--- src/rtl/fifo_ptr_ctrl.sv ---
// Pointer, occupancy and flag controller for the endpoint data FIFO RAM.
// Build option: define FIFO_ERR_STICKY_EN for sticky error flags (default: one-cycle pulses).
module fifo_ptr_ctrl #(
  parameter int DEPTH  = 64,
  parameter int ADDR_W = 6
) (
  input  logic              clk,
  input  logic              n_rst,
  input  logic              clear,
  input  logic              store_tx_data,
  input  logic              store_rx_packet_data,
  input  logic              get_rx_data,
  input  logic              get_tx_packet_data,
  output logic [ADDR_W:0]   store_ptr,
  output logic [ADDR_W:0]   get_ptr,
  output logic [ADDR_W:0]   buffer_occupancy,
  output logic              full,
  output logic              empty,
  output logic              overflow_err,
  output logic              underflow_err
);

  if (DEPTH != (1 << ADDR_W)) begin : g_bad_depth
    $error("fifo_ptr_ctrl: DEPTH must equal 2**ADDR_W");
  end

  logic              w_store_req;
  logic              w_get_req;
  logic              w_store_ok;
  logic              w_get_ok;
  logic              w_ovf_evt;
  logic              w_unf_evt;
  logic [ADDR_W:0]   w_store_ptr_nxt;
  logic [ADDR_W:0]   w_get_ptr_nxt;
  logic [ADDR_W:0]   w_occ_nxt;
  logic              w_full_nxt;
  logic              w_empty_nxt;
  logic              w_ovf_nxt;
  logic              w_unf_nxt;

  logic [ADDR_W:0]   r_store_ptr;
  logic [ADDR_W:0]   r_get_ptr;
  logic [ADDR_W:0]   r_occ;
  logic              r_full;
  logic              r_empty;
  logic              r_ovf;
  logic              r_unf;

  // Two sources on the same side share one FIFO slot per cycle.
  assign w_store_req = store_tx_data | store_rx_packet_data;
  assign w_get_req   = get_rx_data   | get_tx_packet_data;

  always_comb begin
    // NOTE: every signal driven here gets a default first, so no path can infer a latch.
    w_store_ok = 1'b0;
    w_get_ok   = 1'b0;
    w_ovf_evt  = 1'b0;
    w_unf_evt  = 1'b0;

    // A store at full is only legal when a get frees the slot in the same cycle.
    if (w_store_req) begin
      if (!r_full || w_get_req) w_store_ok = 1'b1;
      else                      w_ovf_evt  = 1'b1;
    end

    // A get at empty is never accepted, even alongside a store.
    if (w_get_req) begin
      if (!r_empty) w_get_ok  = 1'b1;
      else          w_unf_evt = 1'b1;
    end
  end

  // The extra MSB makes the pointers wrap naturally modulo 2*DEPTH.
  assign w_store_ptr_nxt = r_store_ptr + (ADDR_W+1)'(w_store_ok);
  assign w_get_ptr_nxt   = r_get_ptr   + (ADDR_W+1)'(w_get_ok);
  assign w_occ_nxt       = w_store_ptr_nxt - w_get_ptr_nxt;

  assign w_empty_nxt = (w_store_ptr_nxt == w_get_ptr_nxt);
  assign w_full_nxt  = (w_store_ptr_nxt[ADDR_W-1:0] == w_get_ptr_nxt[ADDR_W-1:0]) &&
                       (w_store_ptr_nxt[ADDR_W]     != w_get_ptr_nxt[ADDR_W]);

`ifdef FIFO_ERR_STICKY_EN
  // Errors latch until the host flushes the FIFO or reset.
  assign w_ovf_nxt = r_ovf | w_ovf_evt;
  assign w_unf_nxt = r_unf | w_unf_evt;
`else
  assign w_ovf_nxt = w_ovf_evt;
  assign w_unf_nxt = w_unf_evt;
`endif

  // NOTE: state registers use non-blocking assignments so every register samples pre-edge values.
  always_ff @(posedge clk or negedge n_rst) begin
    if (!n_rst) begin
      r_store_ptr <= '0;
      r_get_ptr   <= '0;
      r_occ       <= '0;
      r_full      <= 1'b0;
      r_empty     <= 1'b1;
      r_ovf       <= 1'b0;
      r_unf       <= 1'b0;
    end else if (clear) begin
      // Flush wins over any strobe in the same cycle.
      r_store_ptr <= '0;
      r_get_ptr   <= '0;
      r_occ       <= '0;
      r_full      <= 1'b0;
      r_empty     <= 1'b1;
      r_ovf       <= 1'b0;
      r_unf       <= 1'b0;
    end else begin
      r_store_ptr <= w_store_ptr_nxt;
      r_get_ptr   <= w_get_ptr_nxt;
      r_occ       <= w_occ_nxt;
      r_full      <= w_full_nxt;
      r_empty     <= w_empty_nxt;
      r_ovf       <= w_ovf_nxt;
      r_unf       <= w_unf_nxt;
    end
  end

  assign store_ptr        = r_store_ptr;
  assign get_ptr          = r_get_ptr;
  assign buffer_occupancy = r_occ;
  assign full             = r_full;
  assign empty            = r_empty;
  assign overflow_err     = r_ovf;
  assign underflow_err    = r_unf;

endmodule

--- config.mk ---
export PLATFORM = sky130hd
export DESIGN_NAME = fifo_ptr_ctrl
export DESIGN_NICKNAME = d
export VERILOG_FILES = /design/src/rtl/fifo_ptr_ctrl.sv
export SDC_FILE = /design/constraint.sdc
export NUM_CORES = 1
export LEC_CHECK = 0
export CAP_MARGIN = 20
export CORE_ASPECT_RATIO = 0.9
export CORE_MARGIN = 2
export CORE_UTILIZATION = 48
export DETAILED_ROUTE_END_ITERATION = 6
export HOLD_SLACK_MARGIN = 0.05
export PLACE_DENSITY_LB_ADDON = 0.08
export SLEW_MARGIN = 20
export SYNTH_ARGS = -nofsm -noshare
export SYNTH_HDL_FRONTEND = slang
export SYNTH_SLANG_ARGS = --single-unit
export TNS_END_PERCENT = 20
--- constraint.sdc ---
create_clock -name clk -period 2.86 [get_ports clk]
set_clock_uncertainty 0.2 [all_clocks]
set_input_delay 0.572 -clock clk [delete_from_list [all_inputs] [get_ports clk]]
set_output_delay 0.572 -clock clk [all_outputs]
set_load 0.01 [all_outputs]
== Word level (Yosys, flattened, before mapping) ==
Cells that the tools add are included.
Widths: inputs -> output; s select.

* Output and inout bits: 25
* Memory bits (read-only): 0
* Bits in writable memories: 0
* Memories kept: 0
* Word-level logic and storage cells: 33
* Latch bits: 0
* Bits of input ports: 7
* Flip-flop bits (word level): 25

* Multiply operators: 0
* Bitwise gates (word level): 2
* Muxes and demuxes: 15
* Equality and inequality tests: 3
* Divide/modulo/power cells: 0
* $lt $le $gt $ge: 0
* Reduce and logical (&&, ||, !) cells: 3
* $add $sub $neg: 3
* Shifts and indexed selects: 0

{| class="wikitable"
|+ Operators by type and width
! kind !! count
|-
| $mux 7 || 3
|-
| $add 7x1->7 || 2
|-
| $mux 1 || 12
|-
| $eq 7x7->1 || 1
|-
| $sub 7x7->7 || 1
|-
| $eq 6x6->1 || 1
|-
| $or 1x1->1 || 2
|-
| $logic_and 1x1->1 || 1
|-
| $logic_not 1->1 || 1
|-
| $logic_or 1x1->1 || 1
|-
| $ne 1x1->1 || 1
|}

== Longest topological paths before layout ==
* Depth in word-level cells: 8
* Gate-level depth with buffers: 11

== Worst setup path after synthesis ==
No wires, ideal clock.

* Path kind: input to register
* Start point: input get_tx_packet_data
* End point: register r_occ[5], in the netlist buffer_occupancy[5]
* Stages: 11
* Setup slack: 0.021 ns
* Required time: 2.535 ns
* Arrival time: 2.515 ns
* Cell sequence: nor2_1 -> nor2_1 -> ha_1 -> ha_1 -> inv_1 -> ha_1 -> nor2b_1 -> o21ai_0 -> nand2b_1 -> a31oi_1 -> mux2_2

* Word-level cells in the longest chain between the ends: 7
* Elaborated cells between the ends (all ways): 9
* Those cells by class: add/sub: 3; mux: 4; bitwise: 1; reduce/logical: 1

{| class="wikitable"
|+ Ends and longest elaborated chain
! item !! RTL line !! source
|-
| start: declaration || 13 || <nowiki>input logic get_tx_packet_data,</nowiki>
|-
| $or 1x1->1 * || 51 || <nowiki>assign w_get_req = get_rx_data | get_tx_packet_data;</nowiki>
|-
| $logic_or 1x1->1 || 62 || <nowiki>if (!r_full || w_get_req) w_store_ok = 1'b1;</nowiki>
|-
| $mux 1 || 62 ||
|-
| $mux 1 || 61 || <nowiki>if (w_store_req) begin</nowiki>
|-
| $add 7x1->7 || 74 || <nowiki>assign w_store_ptr_nxt = r_store_ptr + (ADDR_W+1)'(w_store_ok);</nowiki>
|-
| $sub 7x7->7 * || 76 || <nowiki>assign w_occ_nxt = w_store_ptr_nxt - w_get_ptr_nxt;</nowiki>
|-
| $mux 7 * || 101 || <nowiki>end else if (clear) begin</nowiki>
|-
| end signal: assignment || 113 || <nowiki>r_occ <= w_occ_nxt;</nowiki>
|-
| end: declaration || 43 || <nowiki>logic [ADDR_W:0] r_occ;</nowiki>
|}

Every way passes the cells marked *; elsewhere a longest branch is shown, timed or not.

== Worst setup path after layout ==
* Start point: input get_rx_data
* End point: register r_occ[5], in the netlist buffer_occupancy[5]

* Word-level cells in the longest chain between the ends: 7
* Elaborated cells between the ends (all ways): 9
* Those cells by class: add/sub: 3; mux: 4; bitwise: 1; reduce/logical: 1

{| class="wikitable"
|+ Ends and longest elaborated chain
! item !! RTL line !! source
|-
| start: declaration || 12 || <nowiki>input logic get_rx_data,</nowiki>
|-
| $or 1x1->1 * || 51 ||
|-
| $logic_or 1x1->1 || 62 ||
|-
| $mux 1 || 62 ||
|-
| $mux 1 || 61 ||
|-
| $add 7x1->7 || 74 ||
|-
| $sub 7x7->7 * || 76 ||
|-
| $mux 7 * || 101 ||
|}

Marks and branches as above.

==> key figures <==
Die
  – Die height: 53.61 µm
  – Initial Util: 51.85%
  – Core area: 2531 µm²
  – Full die area: 3169 µm²
  – I/O Pins: 32
  – Num rows: 17
  – Die W: 59.12 µm

Synth
  – Area share of the largest cell type after synthesis: 45.76%
  – Register bit total from synthesis: 25
  – Syn_area_per_cell: 10.42 µm²
  – Sequential-to-total area share from yosys stat: 47.76%
  – Post-Syn Area: 1313 µm²
  – Cell taking the most area after synthesis: dfrtp_1
  – Syn Nets: 145
  – Distinct cell type count after synthesis: 32
  – Ys Warns: 0
  – Gate Count Post-Synth: 126
  – Synth top area cells: dfrtp_1 (46%), ha_1 (10%), nor2_1 (5.7%), xnor2_1 (4.7%), xor2_1 (3.3%)

Layout
  – Most common cell after layout, fill and taps aside: buf_4
  – Most frequent cells in the layout: buf_4 (29), clkdlybuf4s50_1 (27), dfrtp_1 (24)
  – Final Core Density: 81.56%
  – Antenna diode count: 0
  – Fin area: 2064 µm²
  – Post-route insts no fill: 216
  – Final #Nets: 208
  – Area growth, synth to finish: 57.29%
  – Share of layout cells above drive strength 1: 32.45%
  – Fillers: 151

Clock network
  – Root Driver: clkbuf_4
  – CTS tree: built
  – Worst-path clk slew: 0.14 ns
  – Cts hold-fix bufs: 0
  – Clock Path Buffers: 2
  – # H-tree levels: 1
  – Cts bufs inserted: 3
  – Clk sink count: 25
  – Worst-skew pair later-pin latency: 0.33 ns

Hold path
  – Hold WC Path Type: reg -> reg
  – Hold depth: 1
  – Worst hold endpoint: underflow_err$_DFF_PN0_
  – Min-delay src: empty$_DFF_PN1_

Timing
  – Worst hold slack: 0.3525 ns
  – F_max: 0.3788 GHz
  – Setup TNS: 0 ns
  – Minimum clock period: 2.640 ns
  – Final-report setup violation count: 0
  – Worst slew margin: 72.76%
  – Min setup slack post-route: 0.2202 ns
  – RSZ-0062 raised after global routing: false
  – Slew Viols, Final: 0
  – Tcrit/Tclk final: 92.30%
  – Worst slew pin tran: 0.4073 ns
  – Fin. Hold Viols: 0

Critical path
  – Arrival time at the worst endpoint: 2.68 ns
  – Critical path origin: get_rx_data
  – FF-to-FF Start: full$_DFF_PN0_
  – Kind of critical path: in -> reg
  – Crit. End Element: register
  – Crit Path Max Fanout: 3
  – R2r endpoint: buffer_occupancy[5]$_DFF_PN0_
  – Register-to-Register Path Depth: 9
  – CP required: 2.90 ns
  – Startpoint types: primary input
  – Worst R2R Setup Slack: 0.24 ns

Routing
  – DRT Wirelength: 3527 µm
  – Drc violations: 0
  – Top routing layer used: met4
  – 1st-iter DRT viols: 78
  – Wire length on met3: 244 µm
  – DR vias/cell: 5.329
  – Routed vias: 1,151
  – Wl on met1: 1546 µm
  – Routed Antenna Nets: 0
  – Drt wl/cell: 16.33 µm
  – Met2 WL: 1686 µm
  – Drt pass-1 iters: 4

Power and ir drop
  – P_leak: 0.9668 nW
  – Switching pwr: 0.3903 mW
  – PwrDens: 578.1 nW/µm²
  – Internal: 0.8031 mW
  – Peak VDD IR: 0.0004157 V
  – Reg power frac: 37.4%
  – Net Sw Frac: 32.71%
  – Pwr Total: 1.193 mW
  – Combinational power share: 48.5%
  – Clk pwr share: 14.0%

GRT
  – Initial antenna violation count: 0
  – Number of global-route vias before repair: 1,145
  – All-layer global routing usage: 24.56%
  – GRT overflow: 0
  – Largest net degree at the start of global routing: 26
  – First-pass GRT wire length: 5540 µm

Run status
  – Run status: finished clean

Flow run
  – Maximum capacitance violations: 0

Placed design
  – Detailed placement HPWL: 2308 µm
  – Port Buffer Count: 31
  – Pre-CTS setup slack: -0.6186 ns
  – Placed cell areas: 1808 µm²
  – Placed cells: 204
  – Routability cong.: 0.8723
critical path, stage by stage:
cell	delay (ns)
dlymetal6s2s_1	0.14
nor2_4	0.07
a21oi_2	0.14
ha_2	0.22
ha_4	0.20
nand3_4	0.09
xnor2_2	0.17
ha_1	0.33
a21o_1	0.20
a31oi_1	0.19
mux2_2	0.35
final cells by class:
type                       instances  area [µm²]  area share, %
multi-input combinational         93       812.0          39.33
sequential                        25       626.9          30.36
timing repair buffer              60       538.0          26.06
tap                               28       35.03          1.697
clock buffer                       3       22.52          1.091
inverter                           6       22.52          1.091
clock inverter                     1       7.507         0.3636
sequential cells by signal (all words and copies together), names as in the netlist:
signal and count:
buffer_occupancy 7, get_ptr 7, store_ptr 7, empty 1, full 1, overflow_err 1
underflow_err 1
worst max path at each step:
| stage | endpoint | slack [ns] | cells after the start |
|---|---|---|---|
| final | buffer_occupancy[5]$_DFF_PN0_ | 0.22 | 11 |
| after global routing | buffer_occupancy[5]$_DFF_PN0_ | 0.17 | 11 |
| after CTS | buffer_occupancy[5]$_DFF_PN0_ | 0.01 | 11 |
| after detailed placement | buffer_occupancy[5]$_DFF_PN0_ | -0.62 | 12 |
| after global placement | buffer_occupancy[5]$_DFF_PN0_ | -0.51 | 12 |
| after floorplan | buffer_occupancy[5]$_DFF_PN0_ | 0.02 | 11 |
logic make-up (layout without fill, tap and decap cells):
family	Yosys count	after routing	share of synthesized area [%]
and+or+nand+nor	53	53	20.50
DFF	25	25	47.76
AOI/OAI and AO/OA	15	15	8.580
adders and majority gates	12	12	12.01
xor gates and xnor gates	12	12	8.008
buffers and inverters	8	70	2.288
muxes	1	1	0.8579
metal layers:
layer	vias up	GRT usage (%)
li1	547	-
met1	543	34.11
met2	53	39.81
met3	8	5.769
met4	0	4.924
met5	-	0
synthesized netlist by cell type:
library cell	number
nor4_2	1
inv_1	6
nor2b_1	5
nor2_2	1
nor2_1	20
nor3b_1	2
a31oi_1	1
nand4_1	2
clkbuf_1	2
a21o_1	2
ha_1	11
o41ai_1	1
o211a_1	1
nor3_2	1
and2_1	3
mux2_2	1
nand2_1	8
dfrtp_1	24
o21ai_0	3
nand3_1	6
fa_1	1
a211oi_4	1
a21oi_1	3
a211oi_1	1
o211ai_1	1
o21a_1	1
xnor2_1	7
xor2_1	5
nand2b_1	1
nor3_1	2
or3_4	1
dfstp_2	1
power by group through the flow:
stage               Combinational (mW)  Sequential [mW]  Clock [mW]
floorplan                        0.186            0.473           0
global placement                 0.444            0.444           0
detailed placement               0.452            0.447           0
CTS                              0.551            0.442       0.173
global route                     0.624            0.453       0.184
finish                           0.579            0.447       0.168
repair_timing:
item                                    in CTS  in global routing
buffers inserted                             7                  1
pin swaps                                   12                  7
endpoints found under the setup margin       4                  6
resized for setup                           23                 10
Note: power is estimated with default switching activity, not from simulation.
